$ cat src/rtl/l2_dir.sv
// l2_dir: directory controller for a two-core L2 with 32 tagged lines.
// Serves one core request at a time and sequences memory, forward and invalidate traffic.
`ifndef CCP_DEFINE_H
`define CCP_DEFINE_H
`define MSG_WIDTH 8
`define DATA_WIDTH 32
`define TAG_WIDTH 5
`define OWNER_BITS 1
`define DIR_WIDTH 2
`define MESI_WIDTH 2
`define TAG_ARRAY 32
`define MSG_TYPE_EMPTY 8'd0
`define MSG_TYPE_LOAD_REQ 8'd1
`define MSG_TYPE_STORE_REQ 8'd2
`define MSG_TYPE_DATA_ACK 8'd3
`define MSG_TYPE_LOAD_MEM 8'd4
`define MSG_TYPE_LOAD_MEM_ACK 8'd5
`define MSG_TYPE_STORE_MEM 8'd6
`define MSG_TYPE_LOAD_FWD 8'd7
`define MSG_TYPE_STORE_FWD 8'd8
`define MSG_TYPE_LOAD_FWDACK 8'd9
`define MSG_TYPE_STORE_FWDACK 8'd10
`define MSG_TYPE_INV_FWD 8'd11
`define MSG_TYPE_INV_FWDACK 8'd12
`define MESI_I 2'd0
`define MESI_S 2'd1
`define MESI_E 2'd2
`define MESI_M 2'd3
`define DIR_I 2'd0
`define DIR_S 2'd1
`define DIR_EM 2'd2
`endif

module l2_dir (
   input  logic                   clk,
   input  logic                   rst,
   input  logic [`MSG_WIDTH-1:0]  msg1_type,
   input  logic [`DATA_WIDTH-1:0] msg1_data,
   input  logic [`TAG_WIDTH-1:0]  msg1_tag,
   input  logic [`OWNER_BITS-1:0] msg1_source,
   output logic                   msg1_ready,
   input  logic [`MSG_WIDTH-1:0]  msg3_type,
   input  logic [`DATA_WIDTH-1:0] msg3_data,
   input  logic [`TAG_WIDTH-1:0]  msg3_tag,
   input  logic [`OWNER_BITS-1:0] msg3_source,
   output logic [`MSG_WIDTH-1:0]  msg2_type,
   output logic [`DATA_WIDTH-1:0] msg2_data,
   output logic [`TAG_WIDTH-1:0]  msg2_tag,
   output logic [`TAG_WIDTH-1:0]  msg2_load_tag,
   output logic [`MESI_WIDTH-1:0] mesi_send,
   output logic [`OWNER_BITS-1:0] cache_owner,
   output logic [`DIR_WIDTH-1:0]  share_list
);
   typedef enum logic [2:0] {IDLE, MEM_WAIT, FWD_WAIT, INV_WAIT, RESP} state_t;
   state_t state, state_nxt;

   logic [`TAG_ARRAY-1:0]  l2_valid;
   logic [1:0]             dir_state [`TAG_ARRAY];
   logic [`OWNER_BITS-1:0] owner     [`TAG_ARRAY];
   logic [`DIR_WIDTH-1:0]  sharers   [`TAG_ARRAY];
   logic [`DATA_WIDTH-1:0] data      [`TAG_ARRAY];

   logic                   req_store;
   logic                   req_fwd;
   logic [`TAG_WIDTH-1:0]  req_tag;
   logic [`OWNER_BITS-1:0] req_src;
   logic [`DIR_WIDTH-1:0]  pending;

   logic is_load, is_store, fwd_need, inv_need;
   logic tag_hit, mem_ack, fwd_ack, inv_ack, data_we;
   logic [`DIR_WIDTH-1:0] src_bit, inv_mask, ack_bit, req_bit, old_bit;
   logic unused_msg1;

   assign unused_msg1 = ^msg1_data;

   assign is_load    = msg1_type == `MSG_TYPE_LOAD_REQ;
   assign is_store   = msg1_type == `MSG_TYPE_STORE_REQ;
   assign msg1_ready = (state == IDLE) && (is_load || is_store);

   assign src_bit  = `DIR_WIDTH'(1) << msg1_source;
   assign inv_mask = sharers[msg1_tag] & ~src_bit;
   assign fwd_need = dir_state[msg1_tag] == `DIR_EM &&
                     owner[msg1_tag] != msg1_source;
   assign inv_need = dir_state[msg1_tag] == `DIR_S &&
                     is_store && inv_mask != '0;

   assign ack_bit = `DIR_WIDTH'(1) << msg3_source;
   assign req_bit = `DIR_WIDTH'(1) << req_src;
   assign old_bit = `DIR_WIDTH'(1) << owner[req_tag];

   assign tag_hit = msg3_tag == req_tag;
   assign mem_ack = msg3_type == `MSG_TYPE_LOAD_MEM_ACK && tag_hit;
   assign fwd_ack = (msg3_type == `MSG_TYPE_LOAD_FWDACK ||
                     msg3_type == `MSG_TYPE_STORE_FWDACK) &&
                    tag_hit && msg3_source == owner[req_tag];
   assign inv_ack = msg3_type == `MSG_TYPE_INV_FWDACK && tag_hit &&
                    (pending & ack_bit) != '0;

   always_comb begin
      state_nxt = state;
      unique case (state)
         IDLE: if (msg1_ready) begin
            if (!l2_valid[msg1_tag]) state_nxt = MEM_WAIT;
            else if (fwd_need)       state_nxt = FWD_WAIT;
            else if (inv_need)       state_nxt = INV_WAIT;
            else                     state_nxt = RESP;
         end
         MEM_WAIT: if (mem_ack) state_nxt = RESP;
         FWD_WAIT: if (fwd_ack) state_nxt = RESP;
         INV_WAIT:
            if (inv_ack && (pending & ~ack_bit) == '0) state_nxt = RESP;
         RESP:    state_nxt = IDLE;
         default: state_nxt = IDLE;
      endcase
   end

   assign data_we = !rst && ((state == MEM_WAIT && mem_ack) ||
                             (state == FWD_WAIT && fwd_ack));

   // Line data is never reset; l2_valid guards every read of it.
   always_ff @(posedge clk) begin
      if (data_we) data[req_tag] <= msg3_data;
   end

   always_ff @(posedge clk) begin
      if (rst) begin
         state     <= IDLE;
         req_store <= 1'b0;
         req_fwd   <= 1'b0;
         req_tag   <= '0;
         req_src   <= '0;
         pending   <= '0;
         l2_valid  <= '0;
         for (int i = 0; i < `TAG_ARRAY; i++) begin
            dir_state[i] <= `DIR_I;
            owner[i]     <= '0;
            sharers[i]   <= '0;
         end
         msg2_type     <= `MSG_TYPE_EMPTY;
         msg2_data     <= '0;
         msg2_tag      <= '0;
         msg2_load_tag <= '0;
         mesi_send     <= `MESI_I;
         cache_owner   <= '0;
         share_list    <= '0;
      end else begin
         state      <= state_nxt;
         msg2_type  <= `MSG_TYPE_EMPTY;
         share_list <= '0;
         unique case (state)
            IDLE: if (msg1_ready) begin
               req_store <= is_store;
               req_tag   <= msg1_tag;
               req_src   <= msg1_source;
               req_fwd   <= 1'b0;
               pending   <= '0;
               if (state_nxt == MEM_WAIT) begin
                  msg2_type     <= `MSG_TYPE_LOAD_MEM;
                  msg2_tag      <= msg1_tag;
                  msg2_load_tag <= msg1_tag;
               end else if (state_nxt == FWD_WAIT) begin
                  msg2_type   <= is_store ? `MSG_TYPE_STORE_FWD
                                          : `MSG_TYPE_LOAD_FWD;
                  msg2_tag    <= msg1_tag;
                  cache_owner <= owner[msg1_tag];
                  req_fwd     <= 1'b1;
               end else if (state_nxt == INV_WAIT) begin
                  msg2_type  <= `MSG_TYPE_INV_FWD;
                  msg2_tag   <= msg1_tag;
                  share_list <= inv_mask;
                  pending    <= inv_mask;
               end
            end
            MEM_WAIT: if (mem_ack) begin
               l2_valid[req_tag]  <= 1'b1;
               dir_state[req_tag] <= `DIR_I;
            end
            FWD_WAIT: ;
            INV_WAIT: if (inv_ack) pending <= pending & ~ack_bit;
            RESP: begin
               msg2_type   <= `MSG_TYPE_DATA_ACK;
               msg2_data   <= data[req_tag];
               msg2_tag    <= req_tag;
               cache_owner <= req_src;
               if (req_store) begin
                  mesi_send          <= `MESI_M;
                  dir_state[req_tag] <= `DIR_EM;
                  owner[req_tag]     <= req_src;
                  sharers[req_tag]   <= '0;
               end else if (req_fwd) begin
                  // The previous owner keeps a shared copy after forwarding.
                  mesi_send          <= `MESI_S;
                  dir_state[req_tag] <= `DIR_S;
                  sharers[req_tag]   <= sharers[req_tag] | req_bit | old_bit;
               end else if (dir_state[req_tag] == `DIR_I) begin
                  mesi_send          <= `MESI_E;
                  dir_state[req_tag] <= `DIR_EM;
                  owner[req_tag]     <= req_src;
                  sharers[req_tag]   <= '0;
               end else if (dir_state[req_tag] == `DIR_S) begin
                  mesi_send        <= `MESI_S;
                  sharers[req_tag] <= sharers[req_tag] | req_bit;
               end else begin
                  mesi_send <= `MESI_E;
               end
            end
            default: ;
         endcase
      end
   end
endmodule

$ cat config.mk
export PLATFORM = sky130hd
export DESIGN_NAME = l2_dir
export DESIGN_NICKNAME = d
export VERILOG_FILES = /design/src/rtl/l2_dir.sv
export SDC_FILE = /design/constraint.sdc
export NUM_CORES = 2
export LEC_CHECK = 0
export ABC_CLOCK_PERIOD_IN_PS = 10600
export CORE_UTILIZATION = 40
export DETAILED_ROUTE_END_ITERATION = 7
export GPL_ROUTABILITY_DRIVEN = 0
export GPL_TIMING_DRIVEN = 1
export PLACE_DENSITY = 0.64
export SLEW_MARGIN = 0
export SYNTH_ARGS = -nofsm -noshare
export SYNTH_HDL_FRONTEND = slang
export SYNTH_SLANG_ARGS = --single-unit
$ cat constraint.sdc
create_clock -name clk -period 10.6 [get_ports clk]
set_input_delay 1.06 -clock clk [delete_from_list [all_inputs] [get_ports clk]]
set_output_delay 1.06 -clock clk [all_outputs]
set_load 0.005 [all_outputs]
; ---- Word level (Yosys, flattened, before mapping)
; Memory sizes are Yosys's and may differ from the RTL's. A register that Yosys moved wholly into a read port is not among the register bits.
; Index checks and enable logic that the tools add are counted.
[totals]
reg_bits = 68
inputBits = 94
word_cells = 191
mem_bits_rw = 1184
memories = 4
output_inout_bits = 56
[memory_table]
columns = name, depth, width, rd, rd_ports_with_merged_regs, wr, line_no
row1 = data, 32, 32, 1, 1, 1, 61  ; logic [`DATA_WIDTH-1:0] data [`TAG_ARRAY];
row2 = dir_state, 32, 2, 2, 1, 32, 58  ; logic [1:0] dir_state [`TAG_ARRAY];
row3 = sharers, 32, 2, 2, 1, 32, 60  ; logic [`DIR_WIDTH-1:0] sharers [`TAG_ARRAY];
row4 = owner, 32, 1, 2, 1, 32, 59  ; logic [`OWNER_BITS-1:0] owner [`TAG_ARRAY];
[classes]
reduce_logical = 35
n_eq_ne = 24
bitwise = 17
n_mux = 91
order_cmp = 3
shifts = 4
[ops]
columns = cell, n
row1 = $mux W5, 13
row2 = $mux W1, 42
row3 = $mux W2, 17
row4 = $or A32 B32 Y32, 1
row5 = $eq A8 B4 Y1 const B, 3
row6 = $mux W3, 7
row7 = $mux W4, 5
row8 = $logic_and A1 B1 Y1, 14
row9 = $eq A3 B2 Y1 const B, 4
row10 = $lt A5 B6 Y1 const B, 2
row11 = $pmux W3 S4, 1
row12 = $pmux W5 S2, 1
row13 = $reduce_and A3 Y1, 3
row14 = $eq A8 B1 Y1 const B, 1
row15 = $eq A8 B2 Y1 const B, 1
row16 = $eq A8 B3 Y1 const B, 1
row17 = $pmux W4 S2, 1
row18 = $reduce_bool A2 Y1, 4
row19 = $shl A1 B1 Y2 const A, 4
row20 = $or A1 B1 Y1, 7
row21 = $and A2 B2 Y2, 3
row22 = $eq A3 B1 Y1 const B, 2
row23 = $ne A2 B2 Y1 const B, 3
row24 = $bmux W1 S5, 1
row25 = other kinds (24), 33

; ---- Longest topological paths before layout
[depth]
ltp_word = 16
depth_mapped = 13
mapped_depth_nobuf = 9

; ---- Least setup slack after synthesis
; Ideal clock, no wire load.
[synth_timing]
path_kind = input -> register
startpoint = input port msg3_type[5]
endpoint = memory data[10][0] in the netlist's numbering (enable)
n_path_buf = 2
setup_ps = 421
path_slack_ps = 6158
path_stages = 9
arrival_time_ps = 4021
t_required_ps = 10179
cell_sequence = nor4_1 > nand4_1 > or4_1 > nor2b_1 > clkbuf_1 > a21o_1 > nand2b_1 > clkbuf_1 > nor2_1
[synth_between]
elab_chain_cells = 9
word_cells_on_any_way = 13
[synth_rtl]
columns = element, line_no
row1 = "start, declared", 42  ; input logic [`MSG_WIDTH-1:0] msg3_type,
row2 = $eq A8 B4 Y1 (no source line), --
row3 = $logic_or A1 B1 Y1 (no source line), --
row4 = $logic_and A1 B1 Y1 (2 in a row), 93  ; assign fwd_ack = (msg3_type == `MSG_TYPE_LOAD_FWDACK ||
row5 = $logic_and A1 B1 Y1, 118  ; (state == FWD_WAIT && fwd_ack));
row6 = $logic_or A1 B1 Y1 *, 117  ; assign data_we = !rst && ((state == MEM_WAIT && mem_ack) ||
row7 = $logic_and A1 B1 Y1 *, 117
row8 = $mux W1 *, 122  ; if (data_we) data[req_tag] <= msg3_data;
row9 = $mux W1 (not written as such) *, 122
row10 = "end, declared", 61
; Every way passes the cells marked *; elsewhere a longest branch is shown, timed or not.

==> impl_metrics.ini <==
[logic_synthesis]
synth.distinct_cells = 58
synth_top_family_by_area = multiplexers
async_flop_share = 0
synth_edf_count = 1184
syn_inst = 2773
ys_ff_latch = 1284
synth-compound-area-share = 0.0370
yosysWarnings = 0
synthXorXnorAreaFrac = 0.00151
ys.flop_type = edfxtp_1
synthAdderAreaFrac = 0
yosys.area_share.simple = 0.0496
yosysSeqAreaShare = 0.720
avgSynthCellArea_um2 = 18.8
synthMuxAreaShare = 0.173
syn_area_um2 = 52100

[power_and_ir_drop]
power_per_cell_area_nw_per_um2 = 177
peakVddDrop_v = 0.000157
leakage_nw = 18.2

[grt]
grt_max_degree = 116
grt_pass1_wl_um = 194000
overflow = 0
grt_antenna_before_repair = 5
track_usage = 0.203
grt_pass1_vias = 28297

[drt]
wl_um = 133000
wl_per_cell_um = 28.1
drtAntennaViolNets = 0
drtPass1Iterations = 6
num_vias = 27750
via_per_inst = 5.85
first_iter_violations = 3236
drcViolationCount = 0

[die]
die_x_um = 363
start_util = 0.403
rows = 132
core_area_um2 = 129000
die_area_um2 = 132000
die_h_um = 363
io_pins = 150

[layout]
final_cell_mix = 1,184 x edfxtp_1, 371 x mux4_2, 175 x nor2_1
stdcell_count = 4742
drive_gt1_frac = 0.257
layout_commonest_cell = edfxtp_1
area_growth_pct = 15.0
fin_nets = 2984

[setup_path]
crit_type = reg2reg
crit_chain = buf_4 > buf_4 > buf_4 > mux4_2 > a22oi_1 > o211ai_1 > nor3_1 > nor3_1
worstSetupEndpointType = flop
required_ns = 11.19
crit_fanout = 47
crit_arrival_ns = 5.53
path_common_cell = buf_4
r2r_cells = 8
worst_path_largest_cell_delay_ns = 0.85
start_kind = flop
cpMaxStageDelayCell = buf_4

[clock_network]
clock_path_buffers = 3
cts_hold_buf = 0
clkTransAtPathRegs_ns = 0.06
clock_sinks = 1284
post_cts_resized = 0
htree_levels = 4
worstSkewPairLatency_ns = 0.75
cts-root-buf = clkbuf_16
post_cts_buffers = 0
tritoncts = yes
cts_buffers = 136

[sta]
hold_violations = 0
slew_headroom = 0.128
fmax_ghz = 0.202
min_period_ns = 4.94
period_share = 0.466
setup_viol = 0
skew_ns = 0.0303
fin_setup_tns_ns = 0
rsz0062_at_grt = false
slew_violations = 0
worstMarginPinSlew_ns = 1.31

[hold_path]
holdPathStages = 2
min-delay-path-class = reg2reg

[flow_run]
cap_violations = 0

[place]
dp_hpwl_um = 72300
io_buffers = 113
dp.cells = 4494

[run_status]
outcome = complete, no violations
==> synth_stat cells (3+ instances only) <==
master / instances / area (um^2)
inv_1: 6 / 22.5
o211ai_1: 11 / 82.6
a21o_1: 12 / 90.1
a211oi_1: 11 / 82.6
buf_6: 7 / 78.8
xnor2_1: 4 / 35.0
mux2i_1: 54 / 541
a31o_2: 22 / 193
xor2_1: 5 / 43.8
a22oi_1: 26 / 195
a221o_1: 10 / 100
a22o_1: 6 / 52.6
mux2_2: 12 / 135
edfxtp_1: 1184 / 35600
nor3_1: 89 / 445
nor4_1: 7 / 43.8
o221ai_1: 5 / 43.8
o31ai_1: 3 / 22.5
or3_1: 3 / 18.8
nand4b_1: 4 / 35.0
a21oi_1: 34 / 170
a221oi_1: 11 / 96.3
clkbuf_1: 123 / 462
a31oi_1: 24 / 150
mux4_2: 371 / 8360
nand3_1: 17 / 85.1
nor2_1: 208 / 781
nand3b_1: 9 / 67.6
buf_1: 36 / 135
and2_1: 38 / 238
o21bai_1: 32 / 240
nand2b_1: 8 / 50.1
buf_4: 10 / 75.1
or2_2: 35 / 219
dfxtp_1: 100 / 2000
nor2b_1: 14 / 87.6
nand2_1: 111 / 417
nor3b_1: 3 / 22.5
buf_2: 35 / 175
o21ai_1: 3 / 15.0
nand4_1: 4 / 25.0
o22ai_1: 8 / 50.1
o21ai_0: 27 / 135
a311oi_1: 16 / 140
==> layout make-up <==
| type | count | area [um^2] |
|---|---|---|
| fill | 10797 | 69500 |
| sequential | 1284 | 37600 |
| multi-input combinational | 1273 | 13900 |
| clock buffer | 175 | 3700 |
| tap | 1742 | 2180 |
| timing repair buffer | 187 | 1690 |
| clock inverter | 72 | 862 |
| inverter | 8 | 31.3 |
| antenna | 1 | 2.50 |
==> path summary, 6_finish.rpt <==
check / end / from / slack (ns)
setup reg to reg: msg2_data[8]$_SDFFE_PP0P_ / req_tag[0]$_SDFFE_PP0P_ / 5.66
hold reg to reg: l2_valid[15]$_SDFFE_PP0P_ / l2_valid[15]$_SDFFE_PP0P_ / 0.47
hold / removal: l2_valid[15]$_SDFFE_PP0P_ / l2_valid[15]$_SDFFE_PP0P_ / 0.47
setup / recovery: msg2_data[8]$_SDFFE_PP0P_ / req_tag[0]$_SDFFE_PP0P_ / 5.66
==> worst max-delay path, delay by kind of cell (launching register included) <==
family	cells	cell delay [ns]
AOI/OAI and AO/OA	2	0.38
buffers and inverters	3	2.39
DFF	1	0.50
muxes	1	0.59
and+or+nand+nor	2	0.79
==> power breakdown <==
group | internal [mW] | switching [mW]
Clock | 2.83 | 1.97
Combinational | 0.0919 | 0.137
Sequential | 5.55 | 0.0172
Total | 8.48 | 2.13
==> per-layer routing <==
metal	GRT usage	share of wire	wire length, um
met3	0.0348	0.077	10200
met5	0	0.00019	25
met4	0.0555	0.021	2840
met2	0.339	0.50	66500
met1	0.276	0.40	53700
==> metrics by stage <==
stage	total power, mW	area (um^2)	utilization	worst slack, ns	hold WS [ns]
3_5_place_dp	5.91	55400	0.428	5.38	0.458
2_1_floorplan	5.79	52200	-	6.16	0.431
5_1_grt	10.9	60000	0.463	5.24	0.492
3_3_place_gp	5.89	55400	0.428	5.30	0.444
4_1_cts	10.7	60000	0.463	5.47	0.470
6_report	10.6	60000	0.463	5.66	0.466
==> flip-flops by register name, summed over array words and instances (netlist names), 3 cells and up, named ones only <==
signal / cells
data: 1024
dir_state: 64
l2_valid: 32
msg2_data: 32
msg2_load_tag: 5
msg2_tag: 5
msg2_type: 3
owner: 32
req_tag: 5
sharers: 64
state: 3
==> cells by family (layout without fill, tap and decap cells) <==
kind of cell / after synthesis / after routing
xor+xnor: 9 / 9
flops: 1284 / 1284
other cells: 1 / 5
simple gates: 556 / 556
buf+inv: 219 / 442
compound gates: 267 / 267
mux: 437 / 437
No activity file was read; power rests on OpenSTA's default activity.
